File: src/rtl/led_sequence_player_if.sv
// dmem-side bus of the LED sequence player: processor writes plus the status read path.
interface led_sequence_player_if;
   logic        wEn;
   logic [11:0] addr;
   logic [31:0] dataIn;
   logic        stat_sel;
   logic [31:0] status;

   modport master (output wEn, addr, dataIn, input stat_sel, status);
   modport slave  (input wEn, addr, dataIn, output stat_sel, status);
endinterface

File: src/rtl/led_sequence_player.sv
// Memory-mapped LED pattern player: colours queue in a FIFO and are replayed with fixed
// on/gap timing once the processor issues start.
module led_sequence_player #(
   parameter int DEPTH      = 32,
   parameter int ON_CYCLES  = 25000000,
   parameter int GAP_CYCLES = 12500000,
   parameter int PUSH_ADDR  = 8,
   parameter int CTRL_ADDR  = 9,
   parameter int STAT_ADDR  = 10
) (
   input  logic                        clock,
   input  logic                        reset,
   led_sequence_player_if.slave        bus,
   output logic                        busy,
   output logic                        red_led,
   output logic                        blue_led,
   output logic                        green_led,
   output logic                        yellow_led
);
   localparam int PW = $clog2(DEPTH);
   localparam int CW = $clog2(DEPTH + 1);
   localparam logic [1:0]  ST_IDLE  = 2'd0;
   localparam logic [1:0]  ST_ON    = 2'd1;
   localparam logic [1:0]  ST_GAP   = 2'd2;
   localparam logic [31:0] ON_LOAD  = 32'(ON_CYCLES - 1);
   localparam logic [31:0] GAP_LOAD = 32'(GAP_CYCLES - 1);

   logic [1:0]    state_q, state_d;
   logic [31:0]   timer_q, timer_d;
   logic [1:0]    colour_q, colour_d;
   logic [PW-1:0] wr_ptr_q, wr_ptr_d;
   logic [PW-1:0] rd_ptr_q, rd_ptr_d;
   logic [CW-1:0] count_q, count_d;
   logic          done_q, done_d;
   logic          overflow_q, overflow_d;
   logic [3:0]    leds_q, leds_d;
   logic          busy_q, busy_d;
   logic [1:0]    mem_q [DEPTH];
   logic [1:0]    mem_d [DEPTH];

   logic          push_s, ctrl_s, clear_s, start_s, full_s, do_push_s, pop_s;
   logic [1:0]    head_s;
   logic [7:0]    count8_s;
   logic          unused_s;

   function automatic logic [PW-1:0] ptr_next(input logic [PW-1:0] p);
      if (p == PW'(DEPTH - 1)) begin
         ptr_next = {PW{1'b0}};
      end else begin
         ptr_next = p + PW'(1);
      end
   endfunction

   // Address decode and status word
   always_comb begin
      push_s    = bus.wEn && (bus.addr == 12'(PUSH_ADDR));
      ctrl_s    = bus.wEn && (bus.addr == 12'(CTRL_ADDR));
      clear_s   = ctrl_s && bus.dataIn[1];
      start_s   = ctrl_s && bus.dataIn[0] && !clear_s;
      full_s    = (count_q == CW'(DEPTH));
      do_push_s = push_s && !full_s && !clear_s;
      head_s    = mem_q[rd_ptr_q];
      count8_s  = 8'(count_q);
      unused_s  = ^bus.dataIn[31:2];
   end

   assign bus.stat_sel = (bus.addr == 12'(STAT_ADDR));
   assign bus.status   = {16'h0000, count8_s, 5'b00000, overflow_q, done_q, busy_q};

   // Playback sequencer; clear overrides everything, including a pending pop
   always_comb begin
      state_d  = state_q;
      timer_d  = timer_q;
      colour_d = colour_q;
      done_d   = done_q;
      pop_s    = 1'b0;
      case (state_q)
         ST_IDLE: begin
            if (start_s) begin
               if (count_q != {CW{1'b0}}) begin
                  done_d   = 1'b0;
                  colour_d = head_s;
                  timer_d  = ON_LOAD;
                  state_d  = ST_ON;
               end else begin
                  done_d = 1'b1;
               end
            end else begin
               state_d = ST_IDLE;
            end
         end
         ST_ON: begin
            if (timer_q == 32'd0) begin
               pop_s   = 1'b1;
               timer_d = GAP_LOAD;
               state_d = ST_GAP;
            end else begin
               timer_d = timer_q - 32'd1;
            end
         end
         ST_GAP: begin
            if (timer_q == 32'd0) begin
               if (count_q != {CW{1'b0}}) begin
                  colour_d = head_s;
                  timer_d  = ON_LOAD;
                  state_d  = ST_ON;
               end else begin
                  state_d = ST_IDLE;
                  done_d  = 1'b1;
               end
            end else begin
               timer_d = timer_q - 32'd1;
            end
         end
         default: begin
            state_d = ST_IDLE;
            timer_d = 32'd0;
         end
      endcase
      if (clear_s) begin
         state_d = ST_IDLE;
         timer_d = 32'd0;
         done_d  = 1'b0;
         pop_s   = 1'b0;
      end else begin
         pop_s = pop_s;
      end
      leds_d = (state_d == ST_ON) ? (4'b0001 << colour_d) : 4'b0000;
      busy_d = (state_d != ST_IDLE);
   end

   // FIFO pointers, occupancy and sticky overflow
   always_comb begin
      mem_d      = mem_q;
      wr_ptr_d   = wr_ptr_q;
      rd_ptr_d   = rd_ptr_q;
      count_d    = count_q;
      overflow_d = overflow_q;
      if (clear_s) begin
         wr_ptr_d   = {PW{1'b0}};
         rd_ptr_d   = {PW{1'b0}};
         count_d    = {CW{1'b0}};
         overflow_d = 1'b0;
      end else begin
         if (push_s && full_s) begin
            overflow_d = 1'b1;
         end else begin
            overflow_d = overflow_q;
         end
         if (do_push_s) begin
            mem_d[wr_ptr_q] = bus.dataIn[1:0];
            wr_ptr_d        = ptr_next(wr_ptr_q);
         end else begin
            wr_ptr_d = wr_ptr_q;
         end
         if (pop_s) begin
            rd_ptr_d = ptr_next(rd_ptr_q);
         end else begin
            rd_ptr_d = rd_ptr_q;
         end
         case ({do_push_s, pop_s})
            2'b10:   count_d = count_q + CW'(1);
            2'b01:   count_d = count_q - CW'(1);
            default: count_d = count_q;
         endcase
      end
   end

   // State registers
   always_ff @(posedge clock or negedge reset) begin
      if (!reset) begin
         state_q    <= ST_IDLE;
         timer_q    <= 32'd0;
         colour_q   <= 2'b00;
         wr_ptr_q   <= {PW{1'b0}};
         rd_ptr_q   <= {PW{1'b0}};
         count_q    <= {CW{1'b0}};
         done_q     <= 1'b0;
         overflow_q <= 1'b0;
         leds_q     <= 4'b0000;
         busy_q     <= 1'b0;
         for (int i = 0; i < DEPTH; i++) begin
            mem_q[i] <= 2'b00;
         end
      end else begin
         state_q    <= state_d;
         timer_q    <= timer_d;
         colour_q   <= colour_d;
         wr_ptr_q   <= wr_ptr_d;
         rd_ptr_q   <= rd_ptr_d;
         count_q    <= count_d;
         done_q     <= done_d;
         overflow_q <= overflow_d;
         leds_q     <= leds_d;
         busy_q     <= busy_d;
         mem_q      <= mem_d;
      end
   end

   assign busy       = busy_q;
   assign red_led    = leds_q[0];
   assign blue_led   = leds_q[1];
   assign green_led  = leds_q[2];
   assign yellow_led = leds_q[3];
endmodule
File: src/flat_wrapper.sv
// flat-port wrapper written by rule: the top's interface ports become plain ports
module led_sequence_player_flat 
#(
   parameter int DEPTH      = 32,
   parameter int ON_CYCLES  = 25000000,
   parameter int GAP_CYCLES = 12500000,
   parameter int PUSH_ADDR  = 8,
   parameter int CTRL_ADDR  = 9,
   parameter int STAT_ADDR  = 10
)
  (clock, reset, busy, red_led, blue_led, green_led, yellow_led, bus_wEn, bus_addr, bus_dataIn, bus_stat_sel, bus_status);
  led_sequence_player_if bus_i ();
  input  logic clock;
  input  logic reset;
  output logic busy;
  output logic red_led;
  output logic blue_led;
  output logic green_led;
  output logic yellow_led;
  input wire logic [$bits(bus_i.wEn)-1:0] bus_wEn;
  input wire logic [$bits(bus_i.addr)-1:0] bus_addr;
  input wire logic [$bits(bus_i.dataIn)-1:0] bus_dataIn;
  output wire logic [$bits(bus_i.stat_sel)-1:0] bus_stat_sel;
  output wire logic [$bits(bus_i.status)-1:0] bus_status;
  assign bus_i.wEn = bus_wEn;
  assign bus_i.addr = bus_addr;
  assign bus_i.dataIn = bus_dataIn;
  assign bus_stat_sel = bus_i.stat_sel;
  assign bus_status = bus_i.status;
  led_sequence_player #(.DEPTH(DEPTH), .ON_CYCLES(ON_CYCLES), .GAP_CYCLES(GAP_CYCLES), .PUSH_ADDR(PUSH_ADDR), .CTRL_ADDR(CTRL_ADDR), .STAT_ADDR(STAT_ADDR)) u_core (.clock(clock), .reset(reset), .bus(bus_i), .busy(busy), .red_led(red_led), .blue_led(blue_led), .green_led(green_led), .yellow_led(yellow_led));
endmodule
File: config.mk
export PLATFORM = sky130hd
export DESIGN_NAME = led_sequence_player_flat
export DESIGN_NICKNAME = d
export VERILOG_FILES = /design/src/rtl/led_sequence_player_if.sv /design/src/rtl/led_sequence_player.sv /design/src/flat_wrapper.sv
export SDC_FILE = /design/constraint.sdc
export NUM_CORES = 1
export LEC_CHECK = 0
export CORE_ASPECT_RATIO = 0.7
export CORE_MARGIN = 1.5
export CORE_UTILIZATION = 34
export DETAILED_ROUTE_END_ITERATION = 12
export HOLD_SLACK_MARGIN = 0.05
export SETUP_SLACK_MARGIN = 0.4
export SLEW_MARGIN = 20
export SYNTH_ARGS = -nofsm -noshare
export SYNTH_HDL_FRONTEND = slang
export SYNTH_SLANG_ARGS = --single-unit
File: constraint.sdc
create_clock -name clock -period 3.46 [get_ports clock]
set_input_delay 0.346 -clock clock [delete_from_list [all_inputs] [get_ports clock]]
set_output_delay 0.346 -clock clock [all_outputs]
set_load 0.03 [all_outputs]
==> results of run 1 <==
==> layer usage <==
layer | global-route usage, % | routed length, um | up-vias | share of wire, %
met4 | 4.95 | 236 | 0 | 1.1
met1 | 29.2 | 10900 | 3142 | 51
li1 | - | - | 2920 | -
met2 | 26.0 | 8800 | 245 | 41
met5 | 0 | 0 | - | 0
met3 | 5.51 | 1540 | 19 | 7.2
==> how the worst min path moves through the flow <==
stage | slack [ns] | cells after the start | endpoint | startpoint
floorplan | 0.05 | 0 | u_core.busy | reset
global placement | 0.48 | 1 | u_core.mem_q[10] | u_core.mem_q[10]
global route | 0.10 | 1 | u_core.mem_q[52] | reset
CTS | 0.08 | 1 | u_core.mem_q[55] | reset
finish | 0.05 | 1 | u_core.mem_q[52] | reset
detailed placement | 0.49 | 1 | u_core.mem_q[10] | u_core.mem_q[10]
==> timing repair <==
action                                  CTS  global route
endpoints found under the setup margin    3             3
pin swaps                                 3            11
hold buffers                              0             0
setup buffers                             4             4
resized for setup                         4            19
==> kinds of logic after synthesis <==
group,Yosys count,synth area share (%)
xor gates and xnor gates,8,0.927
adders and majority gates,15,2.58
and+or+nand+nor,274,19.5
other,1,0.0496
buffers and inverters,85,6.13
DFF,123,40.7
muxes,95,15.0
AOI/OAI and AO/OA,166,15.0
==> cell usage after synthesis, types with 4 or more instances <==
| library cell | n | share of area, % |
|---|---|---|
| nor4b_1 | 5 | 0.58 |
| o31ai_1 | 8 | 0.79 |
| nand2_1 | 84 | 4.2 |
| nor4_2 | 4 | 0.66 |
| o22a_1 | 5 | 0.58 |
| clkbuf_1 | 29 | 1.4 |
| o221ai_1 | 4 | 0.46 |
| nor2_1 | 48 | 2.4 |
| inv_1 | 15 | 0.75 |
| dfrtp_1 | 123 | 41 |
| o21a_1 | 4 | 0.40 |
| or4_1 | 6 | 0.60 |
| mux2i_1 | 21 | 2.8 |
| buf_4 | 27 | 2.7 |
| a21oi_1 | 37 | 2.5 |
| and3_1 | 10 | 0.83 |
| and2_1 | 4 | 0.33 |
| nand4_1 | 8 | 0.66 |
| a31oi_1 | 11 | 0.91 |
| and4_1 | 4 | 0.46 |
| nand3_1 | 24 | 1.6 |
| a31o_2 | 8 | 0.93 |
| a21boi_0 | 5 | 0.50 |
| nor2b_1 | 7 | 0.58 |
| ha_1 | 14 | 2.3 |
| o21ai_0 | 30 | 2.0 |
| a22o_1 | 4 | 0.46 |
| nor3_1 | 18 | 1.2 |
| o41ai_1 | 4 | 0.46 |
| mux2_2 | 66 | 9.8 |
| a22oi_1 | 8 | 0.79 |
| a41oi_1 | 5 | 0.58 |
| mux4_2 | 8 | 2.4 |
| nand3b_1 | 4 | 0.40 |
| xnor2_1 | 7 | 0.81 |
| nor3b_1 | 7 | 0.70 |
| nor4_1 | 12 | 0.99 |
| buf_2 | 6 | 0.40 |
| nand2b_1 | 5 | 0.41 |
==> per-stage QoR <==
step	std cells	util, %	total power [mW]	instance area (sq um)	worst slack, ns
floorplan	789	-	4.88	7690	0.346
global placement	1070	37.9	6.44	8230	0.0850
detailed placement	1070	37.9	6.44	8240	0.0556
CTS	1105	41.1	8.45	8930	0.416
global route	1109	41.6	9.17	9040	0.360
finish	1109	41.6	8.63	9040	0.516
==> cells in the final DEF, fill, tap and decap left out, types with 5 or more instances in the layout <==
master,synthesis,routed
o21ai_0,30,29
a21oi_1,37,35
nor4_1,12,10
inv_1,15,13
nand4_1,8,8
nand2b_1,5,5
nor3_1,18,15
conb_1,1,23
clkdlybuf4s50_1,0,30
or4_1,6,6
and3_1,10,9
ha_1,14,11
nor3b_1,7,7
nand3_1,24,24
a31o_2,8,8
a41oi_1,5,5
a22oi_1,8,8
o31ai_1,8,8
xnor2_1,7,7
mux4_2,8,8
a31oi_1,11,10
nor4_2,4,5
dfrtp_1,123,121
o22a_1,5,5
clkbuf_16,0,17
buf_4,27,46
a21boi_0,5,5
nor2b_1,7,7
nand2_1,84,83
nor2_1,48,46
mux2_2,66,66
mux2i_1,21,21
==> power by group <==
| part | total (mW) | internal (mW) | switching [mW] | leakage, nW |
|---|---|---|---|---|
| registers | 1.91 | 1.59 | 0.313 | 1.65 |
| logic | 4.81 | 1.88 | 2.93 | 2.24 |
| clock network | 1.92 | 1.26 | 0.664 | 0.308 |
==> final cells by class <==
type / count / area (sq um) / share of cell area, %
multi-input cells: 581 / 4260 / 47.0
flip-flops and latches: 123 / 3080 / 34.1
repair buffers: 77 / 666 / 7.36
clock buffers: 20 / 467 / 5.16
well taps: 282 / 353 / 3.90
clock inverters: 11 / 168 / 1.85
inverters: 15 / 56.3 / 0.622
==> flip-flops by register name (all words and copies together) (netlist names) <==
signal	cells
u_core.mem_q	64
u_core.timer_q	32
u_core.count_q	6
u_core.rd_ptr_q	5
u_core.wr_ptr_q	5
u_core.leds_q	4
u_core.colour_q	2
u_core.state_q	2
u_core.busy	1
u_core.done_q	1
u_core.overflow_q	1
==> impl_results.md, run 1 <==
- DR iter-0 viols: 728
- Actual slew at the worst max-slew pin: 0.900 ns
- Crit share post-route: 85.1%
- Post-synthesis sequential area ratio: 40.7%
- Hold Crit Class: in2async
- Worst Skew: 0.00572 ns
- Die width: 181 um
- Synth Cell Area: 7550 sq um
- Async S/R FF share, synth: 100%
- CTS tree: yes
- Total clock sinks: 123
- CP startpoint: bus_addr[7]
- Cell mode on critical path: nor2_1
- Crit. End Element: register
- Die area: 23100 sq um
- Setup tns final: 0 ns
- Top delay family on crit path: simple AND/OR/NAND/NOR gates
- Final wirelength: 21500 um
- Top_reg_cell synth: dfrtp_1
- Cts bufs inserted: 17
- Detailed Routing Iterations Pass 1: 5
- Share of cells above drive strength 1: 24.5%
- Vias per cell: 5.70
- Initial core utilization: 34.8%
- Routed WL per cell: 19.4 um
- Critical Path Slowest Stage Cell: or4b_4
- H-tree levels: 4
- Core ar.: 21700 sq um
- Number of global-route vias before repair: 6056
- Worst EP required: 3.76 ns
- Flops & latches, synth: 123
- Unrepaired setup endpoints after global routing: yes
- Crit path buffers/inverters: 2
- Filler Cell Count: 2091
- Syn Area/Cell: 9.85 sq um
- Vert. Die Dim: 128 um
- First-pass GRT wire length: 34400 um
- Via count: 6326
- Worst hold slack: 0.0470 ns
- I/O pin cnt: 85
- Post-DP HPWL: 14700 um
- Synth Instances: 767
- Post-route minimum period: 2.94 ns
- Area Growth Syn to Fin: 19.7%
- Peak Freq: 340 MHz
- Reg-to-Reg End: u_core.count_q[5]
- Final slew viol count: 0
- Levels on crit path: 14
- RePlAce Congestion: 0.924
- CP arrival: 3.25 ns
- CP startpoint kind: primary input
- Crit path to: u_core.count_q[4]
- Row Count: 45
- Ant diodes: 0
- Hold Fails Final Rpt: 0
- Pwr dens: 954 nW/um^2
- R2r worst-path depth: 15
- Worst reg-to-reg setup slack: 0.57 ns
- Initial antenna violation count: 0
- Root buffer cell: clkbuf_16
- GRT overflow: 0
- Cell variety after synth: 84
- Final setup violation count: 0
- Port bufs: 31
- CP Max Fanout: 6
- Final nets: 877
- Tot GR Track Use: 19.2%
- Largest net degree at the start of global routing: 67
- Worst path cell trace: clkdlybuf4s50_1 -> or4b_4 -> nor4b_4 -> and3_4 -> nor2_4 -> ha_4 -> buf_4 -> fa_1 -> a21oi_2 -> o21ai_1 -> xnor2_1 -> nor2_1 -> a21oi_1 -> nor2_1
- Pleak: 4.20 nW
- Post-synth EDFFs: 0
- DRT antenna net count: 0
- Worst slew margin: 40.0%
- Synth Warn #: 0
- Max incr delay on CP: 0.57 ns
- Reg clk slew, reported paths: 0.05 ns
- Setup CP Type: in2reg
- Critical R2R Launch: u_core.timer_q[0]
- IR Drop Worst-Case VDD: 0.654 mV
- Clk Latency, worst-skew pair: 0.42 ns
- Drt drc: 0
- Status: complete, no violations
- Maximum root-to-sink buffer count: 2
- Max Cap Viol: 0
Power figures use the tool's default switching activity.
==> run 2: changes to the inputs <==
--- a/config.mk
+++ b/config.mk
@@ -10,6 +10,7 @@
 export CORE_UTILIZATION = 34
 export DETAILED_ROUTE_END_ITERATION = 12
 export HOLD_SLACK_MARGIN = 0.05
+export RECOVER_POWER = 25
 export SETUP_SLACK_MARGIN = 0.4
 export SLEW_MARGIN = 20
 export SYNTH_ARGS = -nofsm -noshare
==> impl_results.md, run 2 (same netlist as run 1, synthesis figures left out) <==
- Status: finished, violations left
- Failing checks: max-capacitance violations, max-slew violations
- Maximum root-to-sink buffer count: 2
- Worst hold slack: 0.368 ns
- Critical Path Slowest Stage Cell: or4b_4
- Vias per cell: 5.70
- Top delay family on crit path: simple AND/OR/NAND/NOR gates
- Core ar.: 21700 sq um
- Setup tns final: 0 ns
- Area after DPL: 8240 sq um
- Area occupied by registers: 3080 sq um
- Filler Cell Count: 2094
- Port bufs: 31
- Drt drc: 0
- CP Max Fanout: 6
- CTS tree: yes
- Number of global-route vias before repair: 6056
- GRT overflow: 0
- Row Count: 45
- Cts bufs inserted: 17
- Register name with the most flops: u_core.mem_q
- Worst Skew: 0.00719 ns
- Largest net degree at the start of global routing: 67
- Detailed Routing Iterations Pass 1: 5
- Max Cap Viol: 1
- Hold buffer count at CTS: 0
- Final nets: 877
- Clk Latency, worst-skew pair: 0.42 ns
- Top flop regs: u_core.mem_q: 64 flops, u_core.timer_q: 32 flops, u_core.count_q: 6 flops
- Root buffer cell: clkbuf_16
- Most frequent cells in the layout: dfrtp_1 (121), nand2_1 (83), mux2_2 (66), nor2_1 (46), buf_4 (45)
- Actual slew at the worst max-slew pin: 1.72 ns
- I/O pin cnt: 85
- Hold Crit Class: in2async
- Unrepaired setup endpoints after global routing: yes
- Post-Place Cells: 1070
- Vert. Die Dim: 128 um
- IR Drop Worst-Case VDD: 0.657 mV
- Final setup violation count: 0
- Cell mode on critical path: nor2_1
- Worst EP required: 3.77 ns
- First-pass GRT wire length: 34400 um
- Total clock sinks: 123
- Final slew viol count: 67
- Pwr dens: 956 nW/um^2
- PnR Total Power: 8.63 mW
- Fin area: 9030 sq um
- Reg clk slew, reported paths: 0.05 ns
- Crit. End Element: register
- Initial antenna violation count: 0
- Share of cells above drive strength 1: 24.5%
- Area of the multi-input gates: 4260 sq um
- Worst path cell trace: clkdlybuf4s50_1 -> or4b_4 -> nor4b_4 -> and3_4 -> nor2_4 -> ha_4 -> buf_4 -> fa_1 -> a21oi_2 -> o21ai_1 -> xnor2_1 -> nor2_1 -> a21oi_1 -> nor2_1
- Fin worst setup slack: 0.519 ns
- Initial core utilization: 34.8%
- Routed WL per cell: 19.3 um
- Layout Cells excl Fill: 1109
- Pleak: 4.19 nW
- Tot GR Track Use: 19.2%
- Post-route minimum period: 2.94 ns
- Pre-CTS setup slack: 0.0556 ns
- CP startpoint kind: primary input
- Via count: 6318
- Commonest non-fill, non-tap cell in the layout: dfrtp_1
- H-tree levels: 4
- Worst slew margin: -14.8%
- Hold Fails Final Rpt: 0
- Critical R2R Launch: u_core.timer_q[0]
- Crit share post-route: 85.0%
- Die area: 23100 sq um
- Max incr delay on CP: 0.57 ns
- Setup CP Type: in2reg
- Ant diodes: 0
- Area Growth Syn to Fin: 19.5%
- DRT antenna net count: 0
- CP arrival: 3.25 ns
- Peak Freq: 340 MHz
- CP startpoint: bus_addr[7]
- Crit path buffers/inverters: 2
- Die width: 181 um
- RePlAce Congestion: 0.924
- DR iter-0 viols: 731
- Post-layout util: 41.5%
- Max reg flops: 64
- Final wirelength: 21400 um
- Post-DP HPWL: 14700 um
==> run 2: worst paths after layout <==
check                                          to  slack, ns  cells past startpoint
worst max register to register  u_core.count_q[5]       0.57                     15
worst min-delay path             u_core.mem_q[52]       0.37                      1
worst max-delay path            u_core.count_q[4]       0.52                     14
min in group clock               u_core.mem_q[54]       0.50                      1
max in group asynchronous       u_core.timer_q[6]       1.29                      2
worst min register to register   u_core.mem_q[54]       0.50                      1
==> run 2: metal layers <==
layer | GRT usage, % | share of wire [%]
met1 | 29.2 | 50
met2 | 26.0 | 41
met3 | 5.51 | 7.8
met4 | 4.95 | 1.1
met5 | 0 | 0
==> run 2: worst register-to-register path: cells and delay by family (launching register included) <==
kind | cells | cell delay (ns)
flops | 1 | 0.40
compound gates | 4 | 0.62
xor+xnor | 1 | 0.15
buf+inv | 1 | 0.09
fa+ha+maj | 3 | 0.52
simple gates | 6 | 1.01
==> run 2: repair_timing <==
item | in CTS | in global routing
setup endpoints to repair | 3 | 3
setup buffers | 4 | 4
gates resized for setup | 4 | 19
pin swaps | 3 | 11
==> run 2: final cells by class <==
class	count	area share, %
well taps	282	3.91
multi-input cells	581	47.1
inverters	15	0.624
flip-flops and latches	123	34.1
repair buffers	77	7.18
clock buffers	20	5.17
clock inverters	11	1.86
==> run 2: power breakdown <==
group | leakage [nW] | switching (mW) | internal, mW
Sequential | 1.65 | 0.312 | 1.59
Combinational | 2.24 | 2.93 | 1.88
Clock | 0.308 | 0.666 | 1.26
Total | 4.19 | 3.91 | 4.72
==> run 3: changes to the inputs <==
--- a/config.mk
+++ b/config.mk
@@ -12,6 +12,7 @@
 export HOLD_SLACK_MARGIN = 0.05
 export RECOVER_POWER = 25
 export SETUP_SLACK_MARGIN = 0.4
+export SKIP_LAST_GASP = 1
 export SLEW_MARGIN = 20
 export SYNTH_ARGS = -nofsm -noshare
 export SYNTH_HDL_FRONTEND = slang
==> results of run 3 <==
Final layout, timing and power as in run 2 (identical DEF).
